### src/rtl/spi_pkg.sv
// ---------------------------------------------------------------------------
// spi_pkg : shared types and constants for the SPI slave front-end
// Rev 1.0
// ---------------------------------------------------------------------------
`default_nettype none

package spi_pkg;

    localparam int FRAME_W   = 10;
    localparam int DATA_W    = 8;
    localparam int CNT_W     = $clog2(FRAME_W + 1);
    localparam int SER_CNT_W = $clog2(DATA_W);

    localparam logic [1:0] OP_WR_ADDR = 2'b00;
    localparam logic [1:0] OP_WR_DATA = 2'b01;
    localparam logic [1:0] OP_RD_ADDR = 2'b10;
    localparam logic [1:0] OP_RD_DATA = 2'b11;

    typedef enum logic [2:0] {
        IDLE      = 3'd0,
        CHK_CMD   = 3'd1,
        WRITE     = 3'd2,
        READ_ADD  = 3'd3,
        READ_DATA = 3'd4
    } spi_state_e;

    function automatic logic is_read_op(input logic [1:0] op);
        return (op == OP_RD_ADDR) || (op == OP_RD_DATA);
    endfunction

    function automatic logic is_write_op(input logic [1:0] op);
        return (op == OP_WR_ADDR) || (op == OP_WR_DATA);
    endfunction

endpackage

`default_nettype wire

### src/rtl/spi_slave_ctrl_if.sv
// ---------------------------------------------------------------------------
// spi_slave_ctrl_if : SPI pins plus RAM-side command/read-data handshake
// Rev 1.0
// ---------------------------------------------------------------------------
`default_nettype none

interface spi_slave_ctrl_if;
    import spi_pkg::*;

    logic               SS_n;
    logic               MOSI;
    logic               MISO;
    logic [FRAME_W-1:0] rx_data;
    logic               rx_valid;
    logic [DATA_W-1:0]  tx_data;
    logic               tx_valid;

    modport slave (
        input  SS_n, MOSI, tx_data, tx_valid,
        output MISO, rx_data, rx_valid
    );

    modport master (
        output SS_n, MOSI, tx_data, tx_valid,
        input  MISO, rx_data, rx_valid
    );

endinterface

`default_nettype wire

### src/rtl/spi_miso_ser.sv
// ---------------------------------------------------------------------------
// spi_miso_ser : loads a read-data byte on a strobe, shifts it out MSB first
// Rev 1.0
// ---------------------------------------------------------------------------
`default_nettype none

module spi_miso_ser
    import spi_pkg::*;
(
    input  wire logic              clk,
    input  wire logic              rst_n,
    input  wire logic              i_load,
    input  wire logic              i_abort,
    input  wire logic [DATA_W-1:0] i_data,
    output logic                   o_miso,
    output logic                   o_done
);

    logic [DATA_W-1:0]    r_shift;
    logic [SER_CNT_W-1:0] r_cnt;
    logic                 r_busy;
    logic                 r_miso;

    // The MSB goes straight to the output on load, so r_cnt counts the bits still to come.
    always_ff @(posedge clk or negedge rst_n) begin
        if (!rst_n) begin
            r_shift <= '0;
            r_cnt   <= '0;
            r_busy  <= 1'b0;
            r_miso  <= 1'b0;
        end else if (i_abort) begin
            r_shift <= '0;
            r_cnt   <= '0;
            r_busy  <= 1'b0;
            r_miso  <= 1'b0;
        end else if (i_load) begin
            r_miso  <= i_data[DATA_W-1];
            r_shift <= {i_data[DATA_W-2:0], 1'b0};
            r_cnt   <= SER_CNT_W'(DATA_W - 1);
            r_busy  <= 1'b1;
        end else if (r_busy) begin
            if (r_cnt != '0) begin
                r_miso  <= r_shift[DATA_W-1];
                r_shift <= {r_shift[DATA_W-2:0], 1'b0};
                r_cnt   <= r_cnt - SER_CNT_W'(1);
            end else begin
                r_miso <= 1'b0;
                r_busy <= 1'b0;
            end
        end
    end

    assign o_miso = r_miso;
    assign o_done = !r_busy;

endmodule

`default_nettype wire

### src/rtl/spi_slave_ctrl.sv
// ---------------------------------------------------------------------------
// spi_slave_ctrl : SPI slave FSM, MOSI deserialiser and RAM handshake
// Optional assertions/covers: define SPI_SLAVE_SVA_EN.          Rev 1.0
// ---------------------------------------------------------------------------
`default_nettype none

module spi_slave_ctrl
    import spi_pkg::*;
(
    input  wire logic       clk,
    input  wire logic       rst_n,
    spi_slave_ctrl_if.slave bus
);

    localparam logic [CNT_W-1:0] LAST_BIT  = CNT_W'(FRAME_W - 1);
    localparam logic [CNT_W-1:0] FRAME_END = CNT_W'(FRAME_W);

    spi_state_e         r_state;
    logic [CNT_W-1:0]   r_bit_cnt;
    logic [FRAME_W-2:0] r_shift;
    logic [FRAME_W-1:0] r_rx_data;
    logic               r_rx_valid;
    logic               r_rd_addr_pending;
    logic               r_wait_tx;

    logic               w_ser_load;
    logic               w_ser_done;
    logic               w_miso;

    assign w_ser_load = !bus.SS_n && (r_state == READ_DATA) && r_wait_tx
                        && bus.tx_valid && w_ser_done;

    always_ff @(posedge clk or negedge rst_n) begin
        if (!rst_n) begin
            r_state           <= IDLE;
            r_bit_cnt         <= '0;
            r_shift           <= '0;
            r_rx_data         <= '0;
            r_rx_valid        <= 1'b0;
            r_rd_addr_pending <= 1'b0;
            r_wait_tx         <= 1'b0;
        end else begin
            r_rx_valid <= 1'b0;
            if (bus.SS_n) begin
                r_state   <= IDLE;
                r_bit_cnt <= '0;
                r_wait_tx <= 1'b0;
            end else begin
                case (r_state)
                    IDLE: begin
                        r_state   <= CHK_CMD;
                        r_bit_cnt <= '0;
                        r_shift   <= '0;
                    end
                    CHK_CMD: begin
                        r_shift   <= {r_shift[FRAME_W-3:0], bus.MOSI};
                        r_bit_cnt <= CNT_W'(1);
                        if (!bus.MOSI)
                            r_state <= WRITE;
                        else if (r_rd_addr_pending)
                            r_state <= READ_DATA;
                        else
                            r_state <= READ_ADD;
                    end
                    WRITE, READ_ADD, READ_DATA: begin
                        // Counter parks at FRAME_END so trailing MOSI bits are ignored.
                        if (r_bit_cnt < FRAME_END) begin
                            r_shift   <= {r_shift[FRAME_W-3:0], bus.MOSI};
                            r_bit_cnt <= r_bit_cnt + CNT_W'(1);
                            if (r_bit_cnt == LAST_BIT) begin
                                r_rx_data  <= {r_shift, bus.MOSI};
                                r_rx_valid <= 1'b1;
                                if (r_state == READ_ADD)
                                    r_rd_addr_pending <= 1'b1;
                                if (r_state == READ_DATA) begin
                                    r_rd_addr_pending <= 1'b0;
                                    r_wait_tx         <= 1'b1;
                                end
                            end
                        end else if (w_ser_load) begin
                            r_wait_tx <= 1'b0;
                        end
                    end
                    default: r_state <= IDLE;
                endcase
            end
        end
    end

    spi_miso_ser u_miso_ser (
        .clk     (clk),
        .rst_n   (rst_n),
        .i_load  (w_ser_load),
        .i_abort (bus.SS_n),
        .i_data  (bus.tx_data),
        .o_miso  (w_miso),
        .o_done  (w_ser_done)
    );

    assign bus.MISO     = w_miso;
    assign bus.rx_data  = r_rx_data;
    assign bus.rx_valid = r_rx_valid;

`ifdef SPI_SLAVE_SVA_EN
    a_rx_valid_pulse: assert property (@(posedge clk) disable iff (!rst_n)
        r_rx_valid |=> !r_rx_valid);
    a_rx_valid_full_frame: assert property (@(posedge clk) disable iff (!rst_n)
        r_rx_valid |-> (r_bit_cnt == FRAME_END));
    a_miso_quiet: assert property (@(posedge clk) disable iff (!rst_n)
        w_ser_done |-> !w_miso);
    a_rd_data_entry: assert property (@(posedge clk) disable iff (!rst_n)
        (r_state == READ_DATA && $past(r_state) != READ_DATA) |-> $past(r_rd_addr_pending));
    a_ss_abort: assert property (@(posedge clk) disable iff (!rst_n)
        bus.SS_n |=> (r_state == IDLE));

    c_idle_chk:    cover property (@(posedge clk) r_state == IDLE    ##1 r_state == CHK_CMD);
    c_chk_write:   cover property (@(posedge clk) r_state == CHK_CMD ##1 r_state == WRITE);
    c_chk_rd_add:  cover property (@(posedge clk) r_state == CHK_CMD ##1 r_state == READ_ADD);
    c_chk_rd_data: cover property (@(posedge clk) r_state == CHK_CMD ##1 r_state == READ_DATA);
    c_abort_chk:   cover property (@(posedge clk) r_state == CHK_CMD   && bus.SS_n);
    c_abort_write: cover property (@(posedge clk) r_state == WRITE     && bus.SS_n);
    c_abort_rdadd: cover property (@(posedge clk) r_state == READ_ADD  && bus.SS_n);
    c_abort_rddat: cover property (@(posedge clk) r_state == READ_DATA && bus.SS_n);
    c_abort_shift: cover property (@(posedge clk) !w_ser_done && bus.SS_n);
`endif

endmodule

`default_nettype wire

### src/flat_wrapper.sv
// flat-port wrapper written by rule: the top's interface ports become plain ports
module spi_slave_ctrl_flat import spi_pkg::*;
  (clk, rst_n, bus_SS_n, bus_MOSI, bus_tx_data, bus_tx_valid, bus_MISO, bus_rx_data, bus_rx_valid);
  spi_slave_ctrl_if bus_i ();
  input  wire logic clk;
  input  wire logic rst_n;
  input wire logic [$bits(bus_i.SS_n)-1:0] bus_SS_n;
  input wire logic [$bits(bus_i.MOSI)-1:0] bus_MOSI;
  input wire logic [$bits(bus_i.tx_data)-1:0] bus_tx_data;
  input wire logic [$bits(bus_i.tx_valid)-1:0] bus_tx_valid;
  output wire logic [$bits(bus_i.MISO)-1:0] bus_MISO;
  output wire logic [$bits(bus_i.rx_data)-1:0] bus_rx_data;
  output wire logic [$bits(bus_i.rx_valid)-1:0] bus_rx_valid;
  assign bus_i.SS_n = bus_SS_n;
  assign bus_i.MOSI = bus_MOSI;
  assign bus_i.tx_data = bus_tx_data;
  assign bus_i.tx_valid = bus_tx_valid;
  assign bus_MISO = bus_i.MISO;
  assign bus_rx_data = bus_i.rx_data;
  assign bus_rx_valid = bus_i.rx_valid;
  spi_slave_ctrl u_core (.clk(clk), .rst_n(rst_n), .bus(bus_i));
endmodule
### config.mk
export PLATFORM = sky130hd
export DESIGN_NAME = spi_slave_ctrl_flat
export DESIGN_NICKNAME = d
export VERILOG_FILES = /design/src/rtl/spi_pkg.sv /design/src/rtl/spi_slave_ctrl_if.sv /design/src/rtl/spi_miso_ser.sv /design/src/rtl/spi_slave_ctrl.sv /design/src/flat_wrapper.sv
export SDC_FILE = /design/constraint.sdc
export NUM_CORES = 1
export LEC_CHECK = 0
export CAP_MARGIN = 20
export CELL_PAD_IN_SITES_DETAIL_PLACEMENT = 1
export CELL_PAD_IN_SITES_GLOBAL_PLACEMENT = 1
export CORE_MARGIN = 1
export CORE_UTILIZATION = 28
export DETAILED_ROUTE_END_ITERATION = 16
export GPL_ROUTABILITY_DRIVEN = 0
export HOLD_SLACK_MARGIN = 0.15
export PLACE_DENSITY = 0.65
export SLEW_MARGIN = 10
export SYNTH_ARGS = -nofsm -noshare
export SYNTH_HDL_FRONTEND = slang
export SYNTH_SLANG_ARGS = --single-unit
### constraint.sdc
create_clock -name clk -period 2 [get_ports clk]
set_input_delay 0.4 -clock clk [delete_from_list [all_inputs] [get_ports clk]]
set_output_delay 0.4 -clock clk [all_outputs]
set_load 0.005 [all_outputs]
==> impl_metrics.toml, run 1 <==
[floorplan]
start_util_pct = 29.7
ios = 25
core_area_mm2 = 0.00649
die_h_um = 85.0
die_x_um = 85.0
dieArea_mm2 = 0.00722
num_rows = 29

[clocking]
post_cts_buffers = 0
hold_buffers = 0
clock-sinks = 41
clock_path_buffers = 2
clock-root-buffer = "clkbuf_8"
cts_resized = 0
clock_latency_ns = 0.30
cts_max_level = 2
cts_made_buffers = 5
cts_tree = "yes"
clkSlewWorstSetupHoldPaths_ns = 0.09

[run_status]
violations = "DRC"
status = "finished with violations"

[power_and_ir_drop]
power.density_mw_per_mm2 = 646
peakVddDrop_uv = 257
leakagePower_nw = 1.05

[finish]
drive_above_1_share_pct = 18.1
diodes = 0
num-fill-cells = 715
fin_util_pct = 37.1
syn_to_final_growth_pct = 25.1
fin_nets = 232

[detailed_routing]
top_layer_used = "met4"
avgRoutedWirePerCell_um = 13.6
route.detailed.drc = 1
wl_met1_um = 1970
drt_wl_total_um = 3980
num_vias = 1467
routed_via_density = 5.01
dr.pass1.iters = 10
route.met3.wl_um = 94
ant_nets = 0
drt_iter0_drc = 59
wl_met2_um = 1850

[sta]
slew_headroom_pct = 65.1
period_minus_slack_ns = 1.78
fmax_ghz = 0.563
rsz0062_at_grt = "false"
fin_skew_ns = 0.0170
finalSetupViolCount = 0
fin_setup_tns_ns = 0
slew_viol_final = 0
hold_slack_ns = 0.158
tightest_slew_ns = 0.523
hold_violations = 0
finalCritPeriodShare_pct = 88.8

[synth]
synth.most_common_cell = "dfrtp_1"
ys_warn_count = 0
ys_ff_latch = 41
async_flop_share_pct = 100
synth_top_flop_cell = "dfrtp_1"
postSynthAreaPerCell_um2 = 10.7
synth-edff-count = 0
synthTopCellsByCount = "dfrtp_1, o21ai_0, inv_1, nand3_1, nor2_1"
synth_nets = 197
synthCells = 180
syn_area_mm2 = 0.00193
synthTopCellsByArea = "dfrtp_1, mux2_2, o21ai_0"
netlist.area_leader.share_pct = 53.2
synth-seq-area-share_pct = 53.2
ys_types = 44
synth_largest_area_cell = "dfrtp_1"

[worst_setup_path]
critPathLaunchType = "flop"
critPathKind = "reg2reg"
critPathMaxFanout = 13
required_ns = 2.18
cp-end-kind = "flop"
arrival_ns = 1.96

[flow_run]
cap_violations = 0

[placed_design]
port_buffers = 24
dpl.hpwl_um = 2850

[grt]
grt_max_degree = 42
grt_pass1_wl_um = 7460
grt-ovfl-total = 0
grt_pass1_vias = 1583
antenna_found_initial = 0
grt_usage_pct = 13.0

[worst_hold_path]
hold_path_class = "in2async"
[layout make-up]
cell class                      instances  area (um^2)  area share [%]
Clock buffer                            5         68.8            2.85
Inverter                               15         56.3            2.34
Multi-Input combinational cell        116          801            33.2
Clock inverter                          3         25.0            1.04
Tap cell                               77         96.3            4.00
Timing Repair Buffer                   36          338            14.0
Sequential cell                        41         1030            42.6
[metal layers]
metal  track usage, %  vias to the layer above
met4             4.78                        0
met1             17.9                      728
li1                 -                      714
met2             20.2                       20
met5                0                        -
met3             2.63                        5
[cell families after synthesis]
| group | Yosys count | synth area share, % |
|---|---|---|
| adder cells (fa/ha/maj) | 4 | 2.60 |
| XOR/XNOR | 1 | 0.455 |
| multiplexers | 12 | 6.95 |
| AO/OA/AOI/OAI | 40 | 15.1 |
| buffers and inverters | 23 | 5.19 |
| AND/OR/NAND/NOR | 59 | 16.5 |
| flip-flops | 41 | 53.2 |
[worst max-delay path, stage by stage, from the launching register on]
cell and delay (ns):
dfrtp_1 0.45, inv_1 0.08, ha_1 0.13, nand4bb_1 0.19, a211oi_4 0.30, buf_12 0.18
mux2_2 0.33
[power by group]
group          total, mW  switching [mW]  internal, mW
sequential         0.861          0.0153         0.845
clock              0.557           0.306         0.252
combinational      0.140          0.0814        0.0589
[sequential cells by signal, indices dropped and copies added (netlist names)]
register	cells
u_core.bus.rx_data	10
u_core.r_shift	9
u_core.u_miso_ser.r_shift	7
u_core.r_bit_cnt	4
u_core.r_state	3
u_core.u_miso_ser.r_cnt	3
u_core.bus.rx_valid	1
u_core.r_rd_addr_pending	1
u_core.r_wait_tx	1
u_core.u_miso_ser.o_miso	1
u_core.u_miso_ser.r_busy	1
[through the flow]
| stage | setup WS [ns] | std cells | total power, mW | cell area, um^2 |
|---|---|---|---|---|
| after CTS | 0.186 | 293 | 1.59 | 2410 |
| after global placement | 0.0169 | 285 | 1.02 | 2320 |
| after floorplan | 0.147 | 180 | 0.942 | 1930 |
| after global routing | 0.108 | 293 | 1.64 | 2410 |
| after detailed placement | 0.00425 | 285 | 1.02 | 2320 |
| final | 0.223 | 293 | 1.56 | 2410 |
[placed cells by master, fill, tap and decap left out, drive strengths merged, types with 2 or more instances in the layout]
cell type,n
nor3,8
mux2,11
clkbuf,5
dfrtp,41
inv,16
nor2,10
a21oi,6
ha,4
buf,13
clkdlybuf4s50,23
nand3,12
a311oi,2
a31oi,2
a22o,2
a31o,2
nor2b,2
nand2,10
a211oi,2
nand2b,2
a32o,3
nand3b,2
nand4,4
or2,2
o21ai,16
[final timing paths]
kind | cells after the start | startpoint | end | slack, ns
max reg2reg | 6 | u_core.r_bit_cnt[1]$_DFFE_PN0P_ | u_core.bus.rx_data[7]$_DFFE_PN0P_ | 0.22
max in group asynchronous | 2 | rst_n | u_core.u_miso_ser.r_shift[2]$_DFFE_PN0P_ | 1.46
max | 6 | u_core.r_bit_cnt[1]$_DFFE_PN0P_ | u_core.bus.rx_data[7]$_DFFE_PN0P_ | 0.22
min reg2reg | 1 | u_core.bus.rx_data[9]$_DFFE_PN0P_ | u_core.bus.rx_data[9]$_DFFE_PN0P_ | 0.49
min in group clk | 1 | u_core.bus.rx_data[9]$_DFFE_PN0P_ | u_core.bus.rx_data[9]$_DFFE_PN0P_ | 0.49
min | 2 | rst_n | u_core.bus.rx_data[8]$_DFFE_PN0P_ | 0.16
Power figures use the tool's default switching activity.
==> inputs of run 2 (changes only) <==
- GPL_TIMING_DRIVEN: default -> 0
==> run 2 against run 1 <==
The run now ends clean. Clock skew fell by 0.013 ns. Register-to-register slack got worse by 0.09 ns. Final cell count decreased by 0.68%. Via count fell by 1.0%. Die area unchanged. Clock power shrank 1%. Fmax decreased by 4.7%. Sequential cell count stayed put. Power down 0.29%. Combinational power about the same. Utilization about the same. Largest cell class unchanged.
==> impl_metrics.toml, run 2 (synthesis gave the netlist of run 1 again) <==
[floorplan]
start_util_pct = 29.7
dieArea_mm2 = 0.00722
die_x_um = 85.0
die_h_um = 85.0
num_rows = 29
core_area_mm2 = 0.00649
ios = 25

[placed_design]
dpl.hpwl_um = 2910
port_buffers = 24
pre_cts_slack_ns = -0.339
dp_cells = 282

[run_status]
status = "complete, no violations"

[clocking]
clkSlewWorstSetupHoldPaths_ns = 0.08
clock_latency_ns = 0.29
clock_path_buffers = 2
clock-sinks = 41
cts_made_buffers = 5
cts_max_level = 2
cts_tree = "yes"
clock-root-buffer = "clkbuf_8"

[grt]
grt_pass1_vias = 1526
grt_max_degree = 35
antenna_found_initial = 0
grt_pass1_wl_um = 7330
grt_usage_pct = 13.0
grt-ovfl-total = 0

[worst_setup_path]
critPathLaunchType = "flop"
timing.reg2reg.worst_path_depth = 5
cp_slowest_cell = "or3b_4"
cpPeakStageDelay_ns = 0.42
critPathMaxFanout = 10
required_ns = 2.18
cp-end-kind = "flop"
critPathKind = "reg2reg"
arrival_ns = 2.05
crit_path_cell_trace = "buf_4, or3b_4, a211oi_4, buf_6, mux2_2"

[power_and_ir_drop]
peakVddDrop_uv = 292
leakagePower_nw = 1.04
power.density_mw_per_mm2 = 645

[finish]
fin_cells = 291
fin_util_pct = 37.1
layout_commonest_cell = "dfrtp_1"
fin_nets = 231
drive_above_1_share_pct = 15.4
syn_to_final_growth_pct = 25.0
largest_reg_flops = 10
diodes = 0
final_cell_mix = "dfrtp_1, clkdlybuf4s50_1, o21ai_0"

[sta]
hold_slack_ns = 0.479
fmax_ghz = 0.537
worst_slack_ns = 0.136
tightest_slew_ns = 0.450
finalCritPeriodShare_pct = 93.2
finalSetupViolCount = 0
fin_skew_ns = 0.00410
rsz0062_at_grt = "false"
slew_headroom_pct = 69.2
slew_viol_final = 0
hold_violations = 0
period_minus_slack_ns = 1.86

[detailed_routing]
avgRoutedWirePerCell_um = 14.3
dr.pass1.iters = 6
drt_wl_total_um = 4160
ant_nets = 0
drt_iter0_drc = 72
route.detailed.drc = 0
routed_via_density = 4.99
num_vias = 1452

[worst_hold_path]
hold_path_class = "in2async"

[flow_run]
cap_violations = 0
run 2: area by class of cell:
class | count | area, um^2
fill | 723 | 4090
sequential | 41 | 1030
multi-input combinational | 116 | 823
timing repair buffer | 27 | 275
tap | 77 | 96.3
clock buffer | 7 | 86.3
inverter | 15 | 56.3
buffer | 8 | 45.0
run 2: power by group:
group          switching (mW)  internal, mW  total (mW)  leakage (nW)
clock                   0.276         0.274       0.550        0.0443
combinational          0.0841        0.0567       0.141         0.434
sequential             0.0174         0.845       0.863         0.566
run 2: timing repair:
| action | CTS | global route |
|---|---|---|
| endpoints found under the setup margin | 10 | 23 |
| resized for setup | 1 | 5 |
| pin swaps | 1 | 2 |
| hold buffers | 1 | 0 |
| buffers inserted | 0 | 1 |
| endpoints found under the hold margin | 7 | 0 |
run 2: critical path: cells and delay by family, from the launching register on:
family	cells	cell delay, ns
simple gates	1	0.42
flops	1	0.37
buf+inv	2	0.35
mux	1	0.34
compound gates	1	0.26
run 2: worst paths after layout:
| path | from | to | slack, ns |
|---|---|---|---|
| max in group asynchronous | rst_n | u_core.r_bit_cnt[1]$_DFFE_PN0P_ | 1.09 |
| max | u_core.r_state[1]$_DFFE_PN0P_ | u_core.bus.rx_data[3]$_DFFE_PN0P_ | 0.14 |
| min | rst_n | u_core.bus.rx_data[9]$_DFFE_PN0P_ | 0.48 |
| max reg2reg | u_core.r_state[1]$_DFFE_PN0P_ | u_core.bus.rx_data[3]$_DFFE_PN0P_ | 0.14 |
| min reg2reg | u_core.bus.rx_data[9]$_DFFE_PN0P_ | u_core.bus.rx_data[9]$_DFFE_PN0P_ | 0.49 |
| min in group clk | u_core.bus.rx_data[9]$_DFFE_PN0P_ | u_core.bus.rx_data[9]$_DFFE_PN0P_ | 0.49 |
run 2: per-stage QoR:
step                      setup TNS (ns)  power, mW  cell area [um^2]
final                                  0       1.55              2410
after global routing                   0       1.63              2410
after detailed placement           -4.03       1.02              2280
after global placement            -28.06       1.01              2260
after floorplan                        0      0.942              1930
after CTS                              0       1.58              2380
run 2: per-layer routing:
layer	wire, um	global-route usage [%]	vias up
met5	0	0	-
met4	73	5.08	0
met3	114	3.31	6
met2	1880	20.1	17
met1	2080	17.5	720
li1	-	-	709
==> inputs of run 3 (changes only) <==
- CTS_CLUSTER_SIZE: default -> 10
==> results of run 3 <==
No change in the layout: final DEF, timing and power equal those of run 2.
